<file path="src/rtl/mmio_bridge.sv">
// mmio_bridge: core data-port decode to DRAM or MMIO LED/display/switch/timer registers
module mmio_bridge #(
   parameter int          ADDR_W       = 14,
   parameter int          SCAN_DIV     = 50000,
   parameter logic [31:0] PRESCALE_RST = 32'd1
) (
   input  logic              clk,
   input  logic              rst_n,
   input  logic [31:0]       addr,
   input  logic [31:0]       wdata,
   input  logic              we,
   output logic [31:0]       rdata,
   output logic [ADDR_W-1:0] dram_addr,
   output logic [31:0]       dram_wdata,
   output logic              dram_we,
   input  logic [31:0]       dram_rdata,
   input  logic [23:0]       sw,
   output logic [23:0]       led,
   output logic [7:0]        dig_en,
   output logic [3:0]        dig_val
);
   localparam int SW_W = SCAN_DIV > 1 ? $clog2(SCAN_DIV) : 1;
   logic [11:0] off;
   logic [31:0] disp, tcnt, tpre, pcnt;
   logic [SW_W-1:0] scnt;
   logic [2:0] idx;
   logic mmio, wr_disp, wr_tcnt, wr_tpre, wr_led, tick, scan_wrap, unused_lsb;
   assign mmio       = addr[31:12] == 20'hFFFFF;
   assign off        = {addr[11:2], 2'b00};
   assign unused_lsb = ^addr[1:0];
   assign dram_addr  = addr[ADDR_W+1:2];
   assign dram_wdata = wdata;
   assign dram_we    = we & ~mmio;
   assign wr_disp    = we & mmio & (off == 12'h000);
   assign wr_tcnt    = we & mmio & (off == 12'h020);
   assign wr_tpre    = we & mmio & (off == 12'h024);
   assign wr_led     = we & mmio & (off == 12'h060);
   assign tick       = (tpre != 32'd0) && (pcnt == tpre - 32'd1);
   assign scan_wrap  = scnt == SW_W'(SCAN_DIV - 1);
   assign dig_val    = disp[{idx, 2'b00} +: 4];
   always_comb begin
      rdata = !mmio           ? dram_rdata :
              off == 12'h000  ? disp :
              off == 12'h020  ? tcnt :
              off == 12'h024  ? tpre :
              off == 12'h060  ? {8'b0, led} :
              off == 12'h070  ? {8'b0, sw} : 32'd0;
   end
   always_ff @(posedge clk) begin
      if (!rst_n) begin
         led    <= '0;
         disp   <= '0;
         tcnt   <= '0;
         tpre   <= PRESCALE_RST;
         pcnt   <= '0;
         scnt   <= '0;
         idx    <= '0;
         dig_en <= 8'h01;
      end else begin
         if (wr_led) led <= wdata[23:0];
         if (wr_disp) disp <= wdata;
         if (wr_tpre) tpre <= wdata;
         pcnt   <= wr_tpre || tick ? 32'd0 : tpre != 32'd0 ? pcnt + 32'd1 : pcnt;
         tcnt   <= wr_tcnt ? wdata : tick ? tcnt + 32'd1 : tcnt;
         scnt   <= scan_wrap ? '0 : scnt + 1'b1;
         idx    <= scan_wrap ? idx + 3'd1 : idx;
         dig_en <= scan_wrap ? {dig_en[6:0], dig_en[7]} : dig_en;
      end
   end
endmodule

</file>
<file path="config.mk">
export PLATFORM = sky130hd
export DESIGN_NAME = mmio_bridge
export DESIGN_NICKNAME = d
export VERILOG_FILES = /design/src/rtl/mmio_bridge.sv
export SDC_FILE = /design/constraint.sdc
export NUM_CORES = 1
export LEC_CHECK = 0
export BUFFER_PORTS_ARGS = -buffer_cell sky130_fd_sc_hd__buf_2
export CAP_MARGIN = 20
export CORE_ASPECT_RATIO = 1.4
export CORE_MARGIN = 3
export CORE_UTILIZATION = 60
export CTS_CLUSTER_SIZE = 30
export DETAILED_ROUTE_END_ITERATION = 16
export GPL_TIMING_DRIVEN = 0
export PLACE_DENSITY = 0.87
export SYNTH_ARGS = -nofsm -noshare
export SYNTH_HDL_FRONTEND = slang
export SYNTH_SLANG_ARGS = --single-unit
</file>
<file path="constraint.sdc">
create_clock -name clk -period 5 [get_ports clk]
set_clock_uncertainty 0.15 [all_clocks]
set_input_delay 0.5 -clock clk [delete_from_list [all_inputs] [get_ports clk]]
set_output_delay 0.5 -clock clk [all_outputs]
set_load 0.02 [all_outputs]
</file>
# After elaboration in Yosys (flattened, before gate mapping)
# Index checks and enable logic that the tools add are counted.
[classes]
n_bitwise = 8
n_addsub = 5
mux = 8
n_eq_ne = 7
reduce_logical = 7
shifts = 1
[ops]
columns = ["op", "n"]
rows = [
  ["32-bit 2-to-1 mux", 6],
  ["32-bit by 1-bit adder with 32-bit output (second input constant)", 2],
  ["24-bit 2-to-1 mux", 2],
  ["32-bit == test", 1],
  ["32-bit nonzero test", 1],
  ["32-bit by 6-bit variable part select with 4-bit output", 1],
  ["32-bit by 1-bit subtractor with 32-bit output (second input constant)", 1],
  ["10-bit by 4-bit == test with 1-bit output (second input constant)", 2],
  ["10-bit by 5-bit == test with 1-bit output (second input constant)", 2],
  ["20-bit == test (second input constant)", 1],
  ["16-bit by 1-bit adder with 16-bit output (second input constant)", 1],
  ["16-bit == test (second input constant)", 1],
  ["12-bit logical NOT", 1],
  ["1-bit AND", 6],
  ["2-bit OR reduction", 2],
  ["3-bit by 1-bit adder with 3-bit output (second input constant)", 1],
  ["1-bit inverter", 2],
  ["2-bit nonzero test", 1],
  ["1-bit logical AND", 1],
  ["1-bit logical OR", 1],
]
[totals]
regBits = 179
wordCells = 44
output_inout_bits = 115

# Logic depth before layout (Yosys ltp)
# Gate-level depths: netlist of the first run.
[depth]
depth_word = 7
ltp_mapped = 14
mapped_depth_nobuf = 11

# Worst setup path after synthesis of the first run
# No wires, ideal clock.
[synth_timing]
path_type = "input port to output port"
startpoint = "input addr[9]"
endpoint = "output rdata[13]"
path_slack_ps = 1633
arrival_ps = 2717
path_buffers = 2
stages = 9
cell_sequence = "or4_1 nor3_1 and4_1 clkbuf_1 clkbuf_1 a21oi_1 a21oi_1 a21oi_1 o21ai_0"
[synth_via]
elab_chain_cells = 7
word_cells_on_any_way = 11
classes_between = "eq/ne (4); mux (6); reduce/logical (1)"
[synth_lines]
columns = ["element", "line", "source"]
rows = [
  ["start: declaration", "9", "input logic [31:0] addr,"],
  ["10-bit by 5-bit == test with 1-bit output", "47", "off == 12'h070 ? {8'b0, sw} : 32'd0;"],
  ["24-bit 2-to-1 mux", "47", ""],
  ["24-bit 2-to-1 mux", "46", "off == 12'h060 ? {8'b0, led} :"],
  ["32-bit 2-to-1 mux", "45", "off == 12'h024 ? tpre :"],
  ["32-bit 2-to-1 mux", "44", "off == 12'h020 ? tcnt :"],
  ["32-bit 2-to-1 mux *", "43", "off == 12'h000 ? disp :"],
  ["32-bit 2-to-1 mux *", "42", "rdata = !mmio ? dram_rdata :"],
  ["end: declaration", "12", "output logic [31:0] rdata,"],
]
# Every way passes the cells marked *; elsewhere a longest branch is shown, timed or not.

# Worst setup path in the final report of the first run
[layout_timing]
startpoint = "register tpre[0]"
endpoint = "register tcnt[20]"
[layout_via]
elab_chain_cells = 4
word_cells_on_any_way = 5
classes_between = "add/sub (1); eq/ne (1); reduce/logical (3)"
[layout_lines]
columns = ["element", "line", "source"]
rows = [
  ["start: declaration", "24", "logic [31:0] disp, tcnt, tpre, pcnt;"],
  ["start signal: assignment", "62", "if (wr_tpre) tpre <= wdata;"],
  ["32-bit by 1-bit subtractor with 32-bit output", "38", "assign tick = (tpre != 32'd0) && (pcnt == tpre - 32'd1);"],
  ["32-bit == test", "38", ""],
  ["1-bit logical AND *", "38", ""],
  ["2-bit nonzero test (no line) *", "n/a", ""],
  ["end signal: assignment", "64", "tcnt <= wr_tcnt ? wdata : tick ? tcnt + 32'd1 : tcnt;"],
  ["end: declaration", "24", ""],
]
# Marks and branches as above.
# A chain may end at the register's enable or synchronous reset.

==> out/metrics.yaml, run 1 <==
status: "complete, no violations"
drv_cap: 0
num_vias: 11700
track_usage: 0.397
whs_endpoint: "disp[27]"
drt-total-wl_mm: 39.7
grt-ovfl-total: 0
die_y_um: 165
drive_above_1_share: 0.214
setup_viol: 0
final_common_cell: "nand2_1"
ir_drop_mv: 0.270
ant_nets: 0
slew_violations: 0
drc: 0
gp_congestion: 1.03
worstMarginPinSlew_ns: 0.788
synth-seq-cells: 179
holdPathStages: 3
total_power_uw: 3110
path_cells: "buf_2, inv_1, ha_1, nor3b_1, nand2_2, o31ai_1, nand2_1, o311ai_2, clkbuf_1, nand4_1, xor2_1, a21oi_1"
synthFlopType: "dfxtp_1"
nets: 1792
clock_latency_ns: 0.45
rr_worst_depth: 12
critPathMaxStageDelay_ns: 0.61
cts_tree: "done"
hold_buffers: 0
cts_buffer_depth: 2
p_leak_uw: 0.00518
cts_buffers: 17
grt_pass1_vias: 11200
hold_ws_ns: 0.210
grt_max_degree: 20
end_kind: "register"
final.period_utilization: 0.849
areaGrowthSynthToFinish_pct: 19.3
port_buffers: 233
cts.sinks: 179
dp_hpwl_mm: 30.6
ys_seq_area_frac: 0.332
grt_antenna_before_repair: 3
min_period_ns: 4.24
ff2ff_setup_slack_ns: 0.76
core_sq_um: 17500
die_w_um: 119
post-cts-setup-buffer-count: 0
hp-start: "wdata[27]"
crit_type: "reg2reg"
row_count: 57
cts_resized: 0
layout_common_cells: "nand2_1, buf_2, dfxtp_1"
crit_path_top_delay_cell: "o311ai_2"
utilization: 0.734
n_fill_cell: 1478
viasPerCell: 6.12
start_kind: "register"
seq_area_sq_um: 3580
synth_warnings: 0
avgSynthCellArea_sq_um: 7.65
cp_max_fo: 10
async_reset_ff_frac: 0
multi_input_area_sq_um: 6410
cp.arrival_ns: 4.41
grt_pass1_wl_mm: 60.3
syn-instance-count: 1411
drt_pre_antenna_iters: 5
setup_tns_ns: 0
start_util: 0.616
ios: 238
hold_path_class: "in2reg"
reg2reg_from: "tpre[0]"
pwr_density_cell_nw_per_um2: 241
rsz0062_at_grt: "false"
cts_root_buf: "clkbuf_16"
clkTransAtPathRegs_ns: 0.07
h-tree-depth: 4
synth_nets: 1540
drt_iter0_drc: 1310
slew_headroom: 0.471
wire_per_inst_um: 20.7
ys_types: 65
fmax_mhz: 236
hold_viol_final: 0
die_area_sq_um: 19700
syn_area_sq_um: 10800
worstPathRequired_ns: 5.16
synth_edf_count: 0
r2r_end: "tcnt[20]"
==> cell type report <==
class,instances,area share
inverters,11,0.00321
well taps,236,0.0229
clock buffers,17,0.0330
plain buffers,146,0.0597
diodes,2,0.000389
clock inverters,15,0.0146
multi-input cells,1075,0.497
repair buffers,233,0.0905
flip-flops and latches,179,0.278
==> cell families after synthesis <==
kind of cell	count (synthesis)	share of synthesized area
compound gates	302	0.173
xor+xnor	113	0.0916
fa+ha+maj	6	0.00695
buf+inv	157	0.0750
flops	179	0.332
mux	48	0.0546
simple gates	606	0.267
==> per-layer routing <==
layer,up-vias,global-route usage,part of all wire
met3,208,0.0726,0.094
met2,748,0.666,0.47
li1,5340,-,-
met5,-,0,0
met1,5418,0.441,0.34
met4,0,0.316,0.091
==> Yosys cell counts (all sizes together) (5+ instances only) <==
master	n	area, sq um
o21ai	68	340
mux2	7	78.8
xnor2	45	394
a21boi	87	653
nor4	23	216
nand4	32	213
inv	11	41.3
nor3b	5	37.5
mux4	8	180
buf	64	459
nor2	126	473
nand2	250	941
clkbuf	82	309
xor2	68	596
dfxtp	179	3580
nor3	23	120
or4	5	37.5
or3	9	56.3
and2	8	50.1
nor2b	13	81.3
mux2i	33	330
nand3	66	340
a21oi	105	526
o22ai	5	31.3
and3	27	169
ha	6	75.1
==> report_power, final <==
| part | leakage (uW) | internal (uW) | total (uW) | switching (uW) |
|---|---|---|---|---|
| clock | 0.000301 | 723 | 1410 | 683 |
| sequential | 0.00144 | 1430 | 1430 | 5.22 |
| combinational | 0.00344 | 110 | 271 | 161 |
| total | 0.00518 | 2260 | 3110 | 849 |
==> how the worst max path moves through the flow <==
| stage | from | to | cells after the start |
|---|---|---|---|
| 2_1_floorplan | addr[9] | rdata[13] | 9 |
| 3_3_place_gp | addr[9] | rdata[18] | 11 |
| 3_5_place_dp | addr[9] | rdata[18] | 11 |
| 4_1_cts | tpre[0] | tcnt[20] | 12 |
| 5_1_grt | tpre[0] | tcnt[10] | 12 |
| 6_report | tpre[0] | tcnt[20] | 12 |
==> metrics by stage <==
step / worst slack (ns) / area (sq um) / std cells
floorplan: 1.63 / 10800 / 1411
global placement: 0.965 / 12300 / 1880
detailed placement: 0.946 / 12300 / 1880
CTS: 0.903 / 12900 / 1912
global route: 0.513 / 12900 / 1913
finish: 0.756 / 12900 / 1914
==> critical path: cells and delay by family, from the launching register on <==
| kind | cells | cell delay [ns] |
|---|---|---|
| flip-flops | 1 | 0.30 |
| XOR/XNOR | 1 | 0.18 |
| AO/OA/AOI/OAI | 3 | 1.13 |
| adder cells (fa/ha/maj) | 1 | 0.30 |
| buffers and inverters | 3 | 0.84 |
| AND/OR/NAND/NOR | 4 | 1.21 |
==> flip-flops by register name, indices dropped and copies added, names as in the netlist <==
signal  flops
pcnt       32
dig_en      8
tpre       32
disp       32
idx         3
scnt       16
led        24
tcnt       32
No activity file was read; power rests on OpenSTA's default activity.
==> inputs of run 2 (changes only) <==
--- a/config.mk
+++ b/config.mk
@@ -9,11 +9,11 @@
 export CAP_MARGIN = 20
 export CORE_ASPECT_RATIO = 1.4
 export CORE_MARGIN = 3
-export CORE_UTILIZATION = 60
+export CORE_UTILIZATION = 55
 export CTS_CLUSTER_SIZE = 30
 export DETAILED_ROUTE_END_ITERATION = 16
 export GPL_TIMING_DRIVEN = 0
-export PLACE_DENSITY = 0.87
+export PLACE_DENSITY = 0.81
 export SYNTH_ARGS = -nofsm -noshare
 export SYNTH_HDL_FRONTEND = slang
 export SYNTH_SLANG_ARGS = --single-unit
==> constraint.sdc (replaced) <==
create_clock -name clk -period 4.2 [get_ports clk]
set_clock_uncertainty 0.15 [all_clocks]
set_input_delay 0.42 -clock clk [delete_from_list [all_inputs] [get_ports clk]]
set_output_delay 0.42 -clock clk [all_outputs]
set_load 0.02 [all_outputs]
==> out/metrics.yaml, run 2 (synthesized netlist as in run 1, its figures left out) <==
placed_cells: 1892
clkTransAtPathRegs_ns: 0.07
holdPathStages: 3
setup_tns_ns: 0
status: "complete, no violations"
hold_ws_ns: 0.129
core_sq_um: 19200
layout_common_cells: "nand2_1, buf_2, dfxtp_1"
cts_buffer_depth: 2
setup_viol: 0
nets: 1792
areaGrowthSynthToFinish_pct: 19.0
p_leak_uw: 0.00516
cts.sinks: 179
track_usage: 0.362
hold_path_class: "in2reg"
cts_buffers: 17
rr_worst_depth: 10
dp_hpwl_mm: 31.2
start_util: 0.562
ant_nets: 0
utilization: 0.669
die_w_um: 124
slew_headroom: 0.482
grt-ovfl-total: 0
crit_type: "in2out"
drc: 0
num_vias: 11500
drv_cap: 0
ios: 238
met1_usage: 0.400
top_usage_layer: "met2"
cpMostUsedCell: "a21oi_1"
viasPerCell: 5.99
ir_drop_mv: 0.280
rsz0062_at_grt: "false"
grt_pass1_vias: 10900
critPathMaxStageDelay_ns: 0.64
drt_pre_antenna_iters: 8
hold_viol_final: 0
port_buffers: 233
final_common_cell: "nand2_1"
worstMarginPinSlew_ns: 0.778
total_power_uw: 3600
clock_latency_ns: 0.45
die_area_sq_um: 21400
crit_path_top_delay_cell: "or4_1"
worstPathRequired_ns: 3.63
hold_buffers: 0
min_period_ns: 4.12
grt_pass1_wl_mm: 60.2
drt_iter0_drc: 1070
grt_max_degree: 19
drive_above_1_share: 0.215
start_kind: "input pin"
gp_congestion: 1.03
met2_usage: 0.629
grt_antenna_before_repair: 2
path_cells: "buf_2, or4_1, nor3_1, and4_1, clkbuf_1, clkbuf_2, a21oi_1, a21oi_1, a21oi_1, o21ai_0, buf_2"
wire_per_inst_um: 20.8
cts_root_buf: "clkbuf_16"
slew_violations: 0
pwr_density_cell_nw_per_um2: 281
cp_max_fo: 10
drt-total-wl_mm: 40.0
cp.arrival_ns: 3.55
end_kind: "output pin"
stdcell_count: 1924
final.period_utilization: 0.981
grt_use_met3: 0.0618
h-tree-depth: 4
die_y_um: 172
fmax_mhz: 243
cts_tree: "done"
row_count: 60
## run 2: area by class of cell
cell class | count | area (sq um)
multi-input cells | 1075 | 6420
fillers | 1772 | 6370
flip-flops and latches | 179 | 3580
repair buffers | 233 | 1170
plain buffers | 146 | 769
clock buffers | 17 | 425
well taps | 248 | 310
clock inverters | 14 | 133
inverters | 11 | 41.3
diodes | 1 | 2.50
## run 2: critical path, delay by kind of cell
family          cells  cell delay, ns
buf+inv             4            1.06
simple gates        3            1.17
compound gates      4            0.90
## run 2: stage by stage
step,cell area [sq um],setup slack [ns]
after floorplan,10800,0.993
after global placement,12300,-0.0130
after detailed placement,12300,-0.00295
after CTS,12800,0.0455
after global routing,12800,0.0288
final,12800,0.0815
## run 2: worst paths after layout
path	from	endpoint	slack, ns
hold / removal	wdata[26]	disp[26]	0.13
setup / recovery	addr[9]	rdata[19]	0.08
hold reg to reg	led[13]	led[13]	0.33
setup reg to reg	tpre[4]	tcnt[20]	0.27
## run 2: routing by layer
| metal | share of wire | vias to the layer above |
|---|---|---|
| met3 | 0.086 | 173 |
| met5 | 0.00030 | - |
| met4 | 0.081 | 2 |
| met1 | 0.35 | 5356 |
| met2 | 0.48 | 649 |
| li1 | - | 5336 |
## run 2: power by group
| group | switching [uW] | internal [uW] | total [uW] |
|---|---|---|---|
| combinational | 194 | 130 | 324 |
| clock | 787 | 786 | 1570 |
| sequential | 7.01 | 1700 | 1710 |
## run 2: what timing repair did
item,CTS,global route
buffers inserted,0,0
gates resized for setup,1,2
pin swaps,0,0
endpoints found under the setup margin,1,62
